### config.mk
export PLATFORM = sky130hd
export DESIGN_NAME = addition_normalize_round_stage_flat
export DESIGN_NICKNAME = d
export VERILOG_FILES = /design/src/rtl/fpu_add_pkg.sv /design/src/rtl/addition_normalize_round_stage_if.sv /design/src/rtl/mentissa_round_unit.sv /design/src/rtl/addition_normalize_round_stage.sv /design/src/flat_wrapper.sv
export SDC_FILE = /design/constraint.sdc
export NUM_CORES = 1
export LEC_CHECK = 0
export BUFFER_PORTS_ARGS = -buffer_cell sky130_fd_sc_hd__buf_4
export CELL_PAD_IN_SITES_DETAIL_PLACEMENT = 0
export CELL_PAD_IN_SITES_GLOBAL_PLACEMENT = 2
export CORE_ASPECT_RATIO = 1.1
export CORE_UTILIZATION = 38
export CTS_CLUSTER_DIAMETER = 80
export DETAILED_ROUTE_END_ITERATION = 10
export HOLD_SLACK_MARGIN = 0.1
export PLACE_DENSITY = 0.87
export SLEW_MARGIN = 15
export SYNTH_ARGS = -nofsm -noshare
export SYNTH_HDL_FRONTEND = slang
export SYNTH_HIERARCHICAL = 1
export SYNTH_SLANG_ARGS = --single-unit
### constraint.sdc
create_clock -name clk_in -period 4.7 [get_ports clk_in]
set_input_delay 0.47 -clock clk_in [delete_from_list [all_inputs] [get_ports clk_in]]
set_output_delay 0.47 -clock clk_in [all_outputs]
set_load 0.05 [all_outputs]
### src/rtl/fpu_add_pkg.sv
// Shared widths, limits and the S1->S2 payload of the FP32 adder normalize/round stage.
package fpu_add_pkg;

    localparam int unsigned DATA_WIDTH     = 32;
    localparam int unsigned MENT_WIDTH     = 23;
    localparam int unsigned EXPO_WIDTH     = 8;
    localparam int unsigned SHIFT_WIDTH    = $clog2(MENT_WIDTH) + 1;
    localparam int unsigned EXP_CALC_WIDTH = EXPO_WIDTH + 2;

    localparam logic [EXPO_WIDTH-1:0] EXP_MAX  = 8'hFF;
    localparam int                    EXP_BIAS = 127;

    typedef logic signed [EXP_CALC_WIDTH-1:0] exp_t;

    typedef struct packed {
        logic                sign;
        exp_t                exp;
        logic [MENT_WIDTH:0] mant;
        logic                guard;
        logic                zero;
    } s1_payload_t;

endpackage

### src/rtl/addition_normalize_round_stage_if.sv
// Upstream operand bus and downstream result bus of the normalize/round stage.
interface addition_normalize_round_stage_if;
    import fpu_add_pkg::*;

    logic                   valid_in;
    logic                   ready_out;
    logic                   sign_in;
    logic [EXPO_WIDTH-1:0]  exponent_in;
    logic                   carry_in;
    logic [MENT_WIDTH:0]    addition_in;
    logic [SHIFT_WIDTH-1:0] normalize_position_in;
    logic                   valid_out;
    logic                   ready_in;
    logic [DATA_WIDTH-1:0]  floating_out;
    logic                   overflow_out;
    logic                   underflow_out;
    logic                   zero_out;

    modport master (
        output valid_in, sign_in, exponent_in, carry_in, addition_in, normalize_position_in,
        output ready_in,
        input  ready_out, valid_out, floating_out, overflow_out, underflow_out, zero_out
    );

    modport slave (
        input  valid_in, sign_in, exponent_in, carry_in, addition_in, normalize_position_in,
        input  ready_in,
        output ready_out, valid_out, floating_out, overflow_out, underflow_out, zero_out
    );

endinterface

### src/rtl/mentissa_round_unit.sv
// Round-to-nearest-even increment of a normalized mantissa with a single guard bit.
module mentissa_round_unit
    import fpu_add_pkg::*;
(
    input  logic [MENT_WIDTH:0]   i_mant,
    input  logic                  i_guard,
    output logic [MENT_WIDTH-1:0] o_frac,
    output logic                  o_carry
);

    logic w_inc;
    logic w_frac_carry;

    assign w_inc = i_guard & i_mant[0];
    assign {w_frac_carry, o_frac} = {1'b0, i_mant[MENT_WIDTH-1:0]} + {{MENT_WIDTH{1'b0}}, w_inc};
    // The hidden bit is set on every rounded value, so a fraction wrap overflows the mantissa.
    assign o_carry = w_frac_carry & i_mant[MENT_WIDTH];

endmodule

### src/rtl/addition_normalize_round_stage.sv
// FP32 adder stage 4: S1 normalizes the mantissa sum, S2 rounds (RNE) and packs with status flags.
module addition_normalize_round_stage
    import fpu_add_pkg::*;
(
    input logic                             clk_in,
    input logic                             rst_in,
    addition_normalize_round_stage_if.slave bus
);

    logic                  w_s2_adv;
    logic                  w_s1_adv;
    exp_t                  w_exp_in;
    s1_payload_t           w_s1_next;
    logic                  r_s1_valid;
    s1_payload_t           r_s1;
    logic [MENT_WIDTH-1:0] w_frac;
    logic                  w_rnd_carry;
    exp_t                  w_exp_rnd;
    logic [DATA_WIDTH-1:0] w_float;
    logic                  w_ovf;
    logic                  w_unf;
    logic                  w_zero;
    logic                  r_s2_valid;
    logic [DATA_WIDTH-1:0] r_float;
    logic                  r_ovf;
    logic                  r_unf;
    logic                  r_zero;

    assign w_s2_adv      = !r_s2_valid || bus.ready_in;
    assign w_s1_adv      = !r_s1_valid || w_s2_adv;
    assign bus.ready_out = w_s1_adv;

    assign w_exp_in = $signed({2'b00, bus.exponent_in});

    always_comb begin
        w_s1_next      = '0;
        w_s1_next.sign = bus.sign_in;
        w_s1_next.zero = !bus.carry_in && (bus.addition_in == '0);
        if (bus.carry_in) begin
            w_s1_next.mant  = {1'b1, bus.addition_in[MENT_WIDTH:1]};
            w_s1_next.guard = bus.addition_in[0];
            w_s1_next.exp   = w_exp_in + exp_t'(1);
        end else begin
            w_s1_next.mant = bus.addition_in << bus.normalize_position_in;
            w_s1_next.exp  = w_exp_in -
                $signed({{(EXP_CALC_WIDTH-SHIFT_WIDTH){1'b0}}, bus.normalize_position_in});
        end
    end

    always_ff @(posedge clk_in or posedge rst_in) begin
        if (rst_in) begin
            r_s1_valid <= 1'b0;
            r_s1       <= '0;
        end else if (w_s1_adv) begin
            r_s1_valid <= bus.valid_in;
            if (bus.valid_in) begin
                r_s1 <= w_s1_next;
            end
        end
    end

    mentissa_round_unit u_round (
        .i_mant  (r_s1.mant),
        .i_guard (r_s1.guard),
        .o_frac  (w_frac),
        .o_carry (w_rnd_carry)
    );

    assign w_exp_rnd = r_s1.exp + $signed({{(EXP_CALC_WIDTH-1){1'b0}}, w_rnd_carry});

    always_comb begin
        w_float = '0;
        w_ovf   = 1'b0;
        w_unf   = 1'b0;
        w_zero  = 1'b0;
        if (r_s1.zero) begin
            w_zero = 1'b1;
        end else if (w_exp_rnd >= exp_t'(EXP_MAX)) begin
            w_float = {r_s1.sign, EXP_MAX, {MENT_WIDTH{1'b0}}};
            w_ovf   = 1'b1;
        end else if (w_exp_rnd <= exp_t'(0)) begin
            // No denormals: anything below the normal range flushes to signed zero.
            w_float = {r_s1.sign, {(DATA_WIDTH-1){1'b0}}};
            w_unf   = 1'b1;
        end else begin
            w_float = {r_s1.sign, w_exp_rnd[EXPO_WIDTH-1:0], w_frac};
        end
    end

    always_ff @(posedge clk_in or posedge rst_in) begin
        if (rst_in) begin
            r_s2_valid <= 1'b0;
            r_float    <= '0;
            r_ovf      <= 1'b0;
            r_unf      <= 1'b0;
            r_zero     <= 1'b0;
        end else if (w_s2_adv) begin
            r_s2_valid <= r_s1_valid;
            if (r_s1_valid) begin
                r_float <= w_float;
                r_ovf   <= w_ovf;
                r_unf   <= w_unf;
                r_zero  <= w_zero;
            end
        end
    end

    assign bus.valid_out     = r_s2_valid;
    assign bus.floating_out  = r_float;
    assign bus.overflow_out  = r_ovf;
    assign bus.underflow_out = r_unf;
    assign bus.zero_out      = r_zero;

endmodule
### src/flat_wrapper.sv
// flat-port wrapper written by rule: the top's interface ports become plain ports
module addition_normalize_round_stage_flat import fpu_add_pkg::*;
  (clk_in, rst_in, bus_valid_in, bus_sign_in, bus_exponent_in, bus_carry_in, bus_addition_in, bus_normalize_position_in, bus_ready_in, bus_ready_out, bus_valid_out, bus_floating_out, bus_overflow_out, bus_underflow_out, bus_zero_out);
  addition_normalize_round_stage_if bus_i ();
  input logic clk_in;
  input logic rst_in;
  input wire logic [$bits(bus_i.valid_in)-1:0] bus_valid_in;
  input wire logic [$bits(bus_i.sign_in)-1:0] bus_sign_in;
  input wire logic [$bits(bus_i.exponent_in)-1:0] bus_exponent_in;
  input wire logic [$bits(bus_i.carry_in)-1:0] bus_carry_in;
  input wire logic [$bits(bus_i.addition_in)-1:0] bus_addition_in;
  input wire logic [$bits(bus_i.normalize_position_in)-1:0] bus_normalize_position_in;
  input wire logic [$bits(bus_i.ready_in)-1:0] bus_ready_in;
  output wire logic [$bits(bus_i.ready_out)-1:0] bus_ready_out;
  output wire logic [$bits(bus_i.valid_out)-1:0] bus_valid_out;
  output wire logic [$bits(bus_i.floating_out)-1:0] bus_floating_out;
  output wire logic [$bits(bus_i.overflow_out)-1:0] bus_overflow_out;
  output wire logic [$bits(bus_i.underflow_out)-1:0] bus_underflow_out;
  output wire logic [$bits(bus_i.zero_out)-1:0] bus_zero_out;
  assign bus_i.valid_in = bus_valid_in;
  assign bus_i.sign_in = bus_sign_in;
  assign bus_i.exponent_in = bus_exponent_in;
  assign bus_i.carry_in = bus_carry_in;
  assign bus_i.addition_in = bus_addition_in;
  assign bus_i.normalize_position_in = bus_normalize_position_in;
  assign bus_i.ready_in = bus_ready_in;
  assign bus_ready_out = bus_i.ready_out;
  assign bus_valid_out = bus_i.valid_out;
  assign bus_floating_out = bus_i.floating_out;
  assign bus_overflow_out = bus_i.overflow_out;
  assign bus_underflow_out = bus_i.underflow_out;
  assign bus_zero_out = bus_i.zero_out;
  addition_normalize_round_stage u_core (.clk_in(clk_in), .rst_in(rst_in), .bus(bus_i));
endmodule
### Word-level counts from Yosys, hierarchy flattened

Index checks and enable logic that the tools add are counted.
Widths: inputs -> output; s select.

| storage, ports and cells | value |
|---|---|
| bits of input ports | 44 |
| word-level logic and storage cells | 40 |
| register bits after elaboration | 74 |

| operators by class | value |
|---|---|
| add/sub/neg operators | 4 |
| mux-type cells | 11 |
| reduce and logical (&&, ||, !) cells | 9 |
| shift operators | 1 |
| bitwise gates (word level) | 2 |
| order comparisons | 2 |

Operators by type and width:

| operator | count |
|---|---|
| $mux 31 | 2 |
| $mux 34 | 1 |
| $mux 32 | 1 |
| $add 23x1->24 | 1 |
| $logic_not 24->1 | 1 |
| $shl 24x6->24 | 1 |
| $add 10x2->10 | 1 |
| $ge 10x9->1 const B | 1 |
| $le 10x1->1 const B | 1 |
| $add 8x1->9 const B | 1 |
| $sub 8x6->9 | 1 |
| $mux 1 | 7 |
| $reduce_and 2->1 | 2 |
| $logic_not 1->1 | 3 |
| $and 1x1->1 | 2 |
| $logic_or 1x1->1 | 2 |
| $logic_and 1x1->1 | 1 |

### Longest topological paths before layout

| depth | value |
|---|---|
| word-level depth | 8 |
| mapped depth | 12 |
| gate-level depth less buffers | 11 |

### Cells and area by module

The synthesis kept the hierarchy.

By module, submodules not included:

| module | area each (um2) | times used | sequential area each (um2) | cells an instance |
|---|---|---|---|---|
| addition_normalize_round_stage | 4902.2 | 1 | 1851.8 | 525 |
| mentissa_round_unit | 490.5 | 1 | 0.0 | 67 |

### Worst setup path after synthesis

OpenSTA, ideal clock, no wires.

| timing path | value |
|---|---|
| path type | reg-to-reg |
| start | register u_core/r_s1[9] in the netlist's numbering |
| end | register u_core.r_float[0], in the netlist u_core/bus.floating_out[0] |
| path slack | 1.742 ns |
| period minus slack after synthesis | 2.958 ns |
| setup time | 0.067 ns |
| data required time | 4.633 ns |
| arrival | 2.891 ns |
| stages on the path, launching flop included | 11 |
| cells stage by stage | dfrtp_1 -> nand3_1 -> nor4_1 -> and4_1 -> ha_1 -> nand3_1 -> nor4_1 -> mux2_2 -> nor4b_4 -> buf_6 -> a22o_1 |

| between the ends | value |
|---|---|
| word-level cells in the longest chain between the ends | 7 |
| elaborated cells on any way between the ends | 8 |
| those cells by class | 2 x add/sub; 2 x order compare; 3 x mux; 1 x bitwise |

RTL lines:

| what | line | RTL |
|---|---|---|
| from (decl) | addition_normalize_round_stage.sv:15 | `s1_payload_t r_s1;` |
| from (signal assigned) | addition_normalize_round_stage.sv:57 | `r_s1 <= w_s1_next;` |
| $add 23x1->24 (*) | mentissa_round_unit.sv:15 | `assign {w_frac_carry, o_frac} = {1'b0, i_mant[MENT_WIDTH-1:0]} + {{MENT_WIDTH{1'b0}}, w_inc};` |
| $and 1x1->1 (*) | mentissa_round_unit.sv:17 | `assign o_carry = w_frac_carry & i_mant[MENT_WIDTH];` |
| net u_core.w_rnd_carry | addition_normalize_round_stage.sv:17 | `logic w_rnd_carry;` |
| $add 10x2->10 (*) | addition_normalize_round_stage.sv:69 | `assign w_exp_rnd = r_s1.exp + $signed({{(EXP_CALC_WIDTH-1){1'b0}}, w_rnd_carry});` |
| $le 10x1->1 | addition_normalize_round_stage.sv:81 | `end else if (w_exp_rnd <= exp_t'(0)) begin` |
| $mux 31 | addition_normalize_round_stage.sv:81 |  |
| $mux 31 (*) | addition_normalize_round_stage.sv:78 | `end else if (w_exp_rnd >= exp_t'(EXP_MAX)) begin` |
| $mux 32 (*) | addition_normalize_round_stage.sv:76 | `if (r_s1.zero) begin` |
| to (signal assigned) | addition_normalize_round_stage.sv:100 | `r_float <= w_float;` |
| to (decl) | addition_normalize_round_stage.sv:24 | `logic [DATA_WIDTH-1:0] r_float;` |

Mark *: on every way through the listed nets, which the timed path passes. The rest lies on a longest branch.
A chain may end at the register's enable or synchronous reset.

### Final worst setup path

| timing path | value |
|---|---|
| start | register u_core/r_s1[9] in the netlist's numbering |
| end | register u_core.r_float[20], in the netlist u_core/bus.floating_out[20] |

Same word-level chain as after synthesis.

==> results.json <==
{
  "fp-row-count": 45,
  "io_buffers": 80,
  "first_iter_violations": 281,
  "fin_nets": 705,
  "p_leak_uw": 0.002704,
  "drive_gt1_share_pct": 22.24,
  "grt.total_usage_pct": 20.89,
  "clock-sinks": 74,
  "synth_top_area_cell": "dfrtp_1",
  "synth_edf_count": 0,
  "r2r-start": "u_core/r_s1[9]$_DFFE_PP0P_",
  "grt_pass1_vias": 4430,
  "final-max-slew-violation-count": 0,
  "cts_resized": 0,
  "min_path_type": "in2async",
  "synth_most_common_cell": "nand2_1",
  "flow.area_growth_from_synthesis_pct": 17.77,
  "synthTopCellsByArea": "dfrtp_1 34%, mux4_2 7.1%, nand2_1 5.2%, a22o_1 4.4%, xnor2_1 4.1%",
  "post-route-period-util_pct": 73.89,
  "final_cells": 840,
  "gp_congestion": 0.9068,
  "clock_skew_ps": 4.797,
  "path_class": "reg2reg",
  "die_w_um": 115.6,
  "final-setup-viol-count": 0,
  "dr_total_vias": 4660,
  "antenna_found_initial": 0,
  "core-area_sq_um": 13850,
  "post-route-min-period_ps": 3473,
  "ff2ff_setup_slack_ps": 1230,
  "ys.flop_type": "dfrtp_1",
  "clk_latency_ps": 330,
  "arrival_ps": 3740,
  "synth.ff_latch_count": 74,
  "r2r-end": "u_core/bus.floating_out[20]$_DFFE_PP0P_",
  "fp.dieH_um": 126.9,
  "htreeDepth": 3,
  "drt-wirelength-per-cell_um": 17.30,
  "final_antenna_net_count": 0,
  "cp_data_required_time_ps": 4960,
  "cts-root-buf": "clkbuf_16",
  "cts_max_path_buffers": 2,
  "viasPerCell": 5.548,
  "postCtsSetupRepairBufs": 0,
  "dp.final_hpwl_um": 11170,
  "crit_path_end_kind": "flip-flop",
  "max_cap_viol_count": 0,
  "seq_area_frac_synth_pct": 34.34,
  "cp-start-kind": "flip-flop",
  "relSlewSlack_pct": 33.94,
  "diodes": 0,
  "hold_viol": 0,
  "firstDrtPassIters": 5,
  "async_flop_share_pct": 100.0,
  "syn_area_sq_um": 5393,
  "grt_pass1_wl_um": 23810,
  "outcome": "completed",
  "hold_slack_ps": 277.1,
  "ys_warn_count": 6,
  "netlist.area_leader.share_pct": 34.34,
  "ctsHoldBuffers": 0,
  "syn_inst": 592,
  "cts_buffers": 9,
  "power_density_nw_per_um2": 363.7,
  "path_clk_slew_ps": 50,
  "ff2ff_path_depth": 10,
  "ios": 81,
  "fin_setup_tns_ps": 0,
  "synthTopCellsByCount": "75 x nand2_1, 74 x dfrtp_1, 53 x nor2_1, 37 x a21oi_1, 33 x o21ai_0",
  "max_slew.worst_pin.slew_ps": 988.5,
  "dieArea_sq_um": 14670,
  "start_util_pct": 38.93,
  "fmax_mhz": 287.9,
  "rsz0062_at_grt": "no",
  "wl_um": 14530,
  "overflow": 0,
  "drc": 0,
  "syn_nets": 647,
  "syn_area_per_cell_sq_um": 9.109,
  "grt_max_degree": 47,
  "cts_tree": "yes",
  "synth.distinct_cells": 66,
  "path_max_fanout": 23,
  "ir_drop_v": 0.0001428,
  "dp.cells": 827
}
==> where the power goes <==
group          internal [uW]  leakage (uW)  switching (uW)
sequential               751      0.000917             112
clock                    377      0.000128             226
combinational            310       0.00166             534
total                   1440       0.00270             872
==> per-layer routing <==
layer / up-vias / global-route usage (%) / part of all wire, %
met5: - / 0 / 0
met3: 17 / 2.867 / 4.4
li1: 2298 / - / -
met1: 2207 / 31.13 / 50
met4: 0 / 7.028 / 1.9
met2: 138 / 30.79 / 44
==> logic make-up after synthesis <==
kind of cell	synth area share, %
adder cells (fa/ha/maj)	2.691
XOR/XNOR	6.172
AND/OR/NAND/NOR	22.44
multiplexers	12.00
flip-flops	34.34
buffers and inverters	4.199
AO/OA/AOI/OAI	18.17
==> stage by stage <==
stage          setup WS, ps  util (%)  instance area [sq um]  total power (uW)
2_1_floorplan          1742         -                   5393              1457
3_3_place_gp           1411     43.96                   6088              1702
3_5_place_dp           1258     43.96                   6088              1718
4_1_cts                1226     45.84                   6349              2328
5_1_grt               986.9     45.85                   6351              2436
6_report               1227     45.85                   6351              2310
==> critical path, stage by stage (launching register included) <==
cell and delay, ps:
dfrtp_1 420, nand3_1 240, nor4_1 370, and4_1 290, ha_1 200, nand3_1 190, nor4_1 530, mux2_2 460
nor4b_4 260, buf_4 290, a22o_1 170
==> worst max path at each step <==
stage | depth (start not counted) | from | slack (ps) | to
6_report | 10 | u_core/r_s1[9]$_DFFE_PP0P_ | 1230 | u_core/bus.floating_out[20]$_DFFE_PP0P_
5_1_grt | 10 | u_core/r_s1[9]$_DFFE_PP0P_ | 990 | u_core/bus.floating_out[17]$_DFFE_PP0P_
4_1_cts | 10 | u_core/r_s1[9]$_DFFE_PP0P_ | 1230 | u_core/bus.floating_out[20]$_DFFE_PP0P_
3_5_place_dp | 10 | u_core/r_s1[9]$_DFFE_PP0P_ | 1260 | u_core/bus.floating_out[15]$_DFFE_PP0P_
3_3_place_gp | 10 | u_core/r_s1[9]$_DFFE_PP0P_ | 1410 | u_core/bus.floating_out[16]$_DFFE_PP0P_
2_1_floorplan | 10 | u_core/r_s1[9]$_DFFE_PP0P_ | 1740 | u_core/bus.floating_out[0]$_DFFE_PP0P_
==> area by class of cell <==
class	instances	area (sq um)
clock buffers	13	260.3
multi-input cells	467	3317
fillers	1389	7500
flip-flops and latches	74	1852
inverters	13	48.80
repair buffers	85	638.1
well taps	188	235.2
==> cells in the final DEF, fill, tap and decap left out, drive strengths merged, types with 14 or more instances in the layout <==
cell type | netlist | layout
a22o | 27 | 27
mux2i | 14 | 14
nor2 | 53 | 53
mux4 | 17 | 17
a21oi | 37 | 37
dfrtp | 74 | 74
nand3 | 27 | 27
xnor2 | 25 | 25
nand2 | 76 | 76
buf | 11 | 85
o21ai | 34 | 34
==> registers in the layout, indices dropped and copies added (netlist names) <==
register,flops
u_core/bus.zero_out,1
u_core/bus.floating_out,32
u_core/bus.overflow_out,1
u_core/r_s1_valid,1
u_core/bus.valid_out,1
u_core/r_s1,37
u_core/bus.underflow_out,1
No activity file was read; power rests on OpenSTA's default activity.
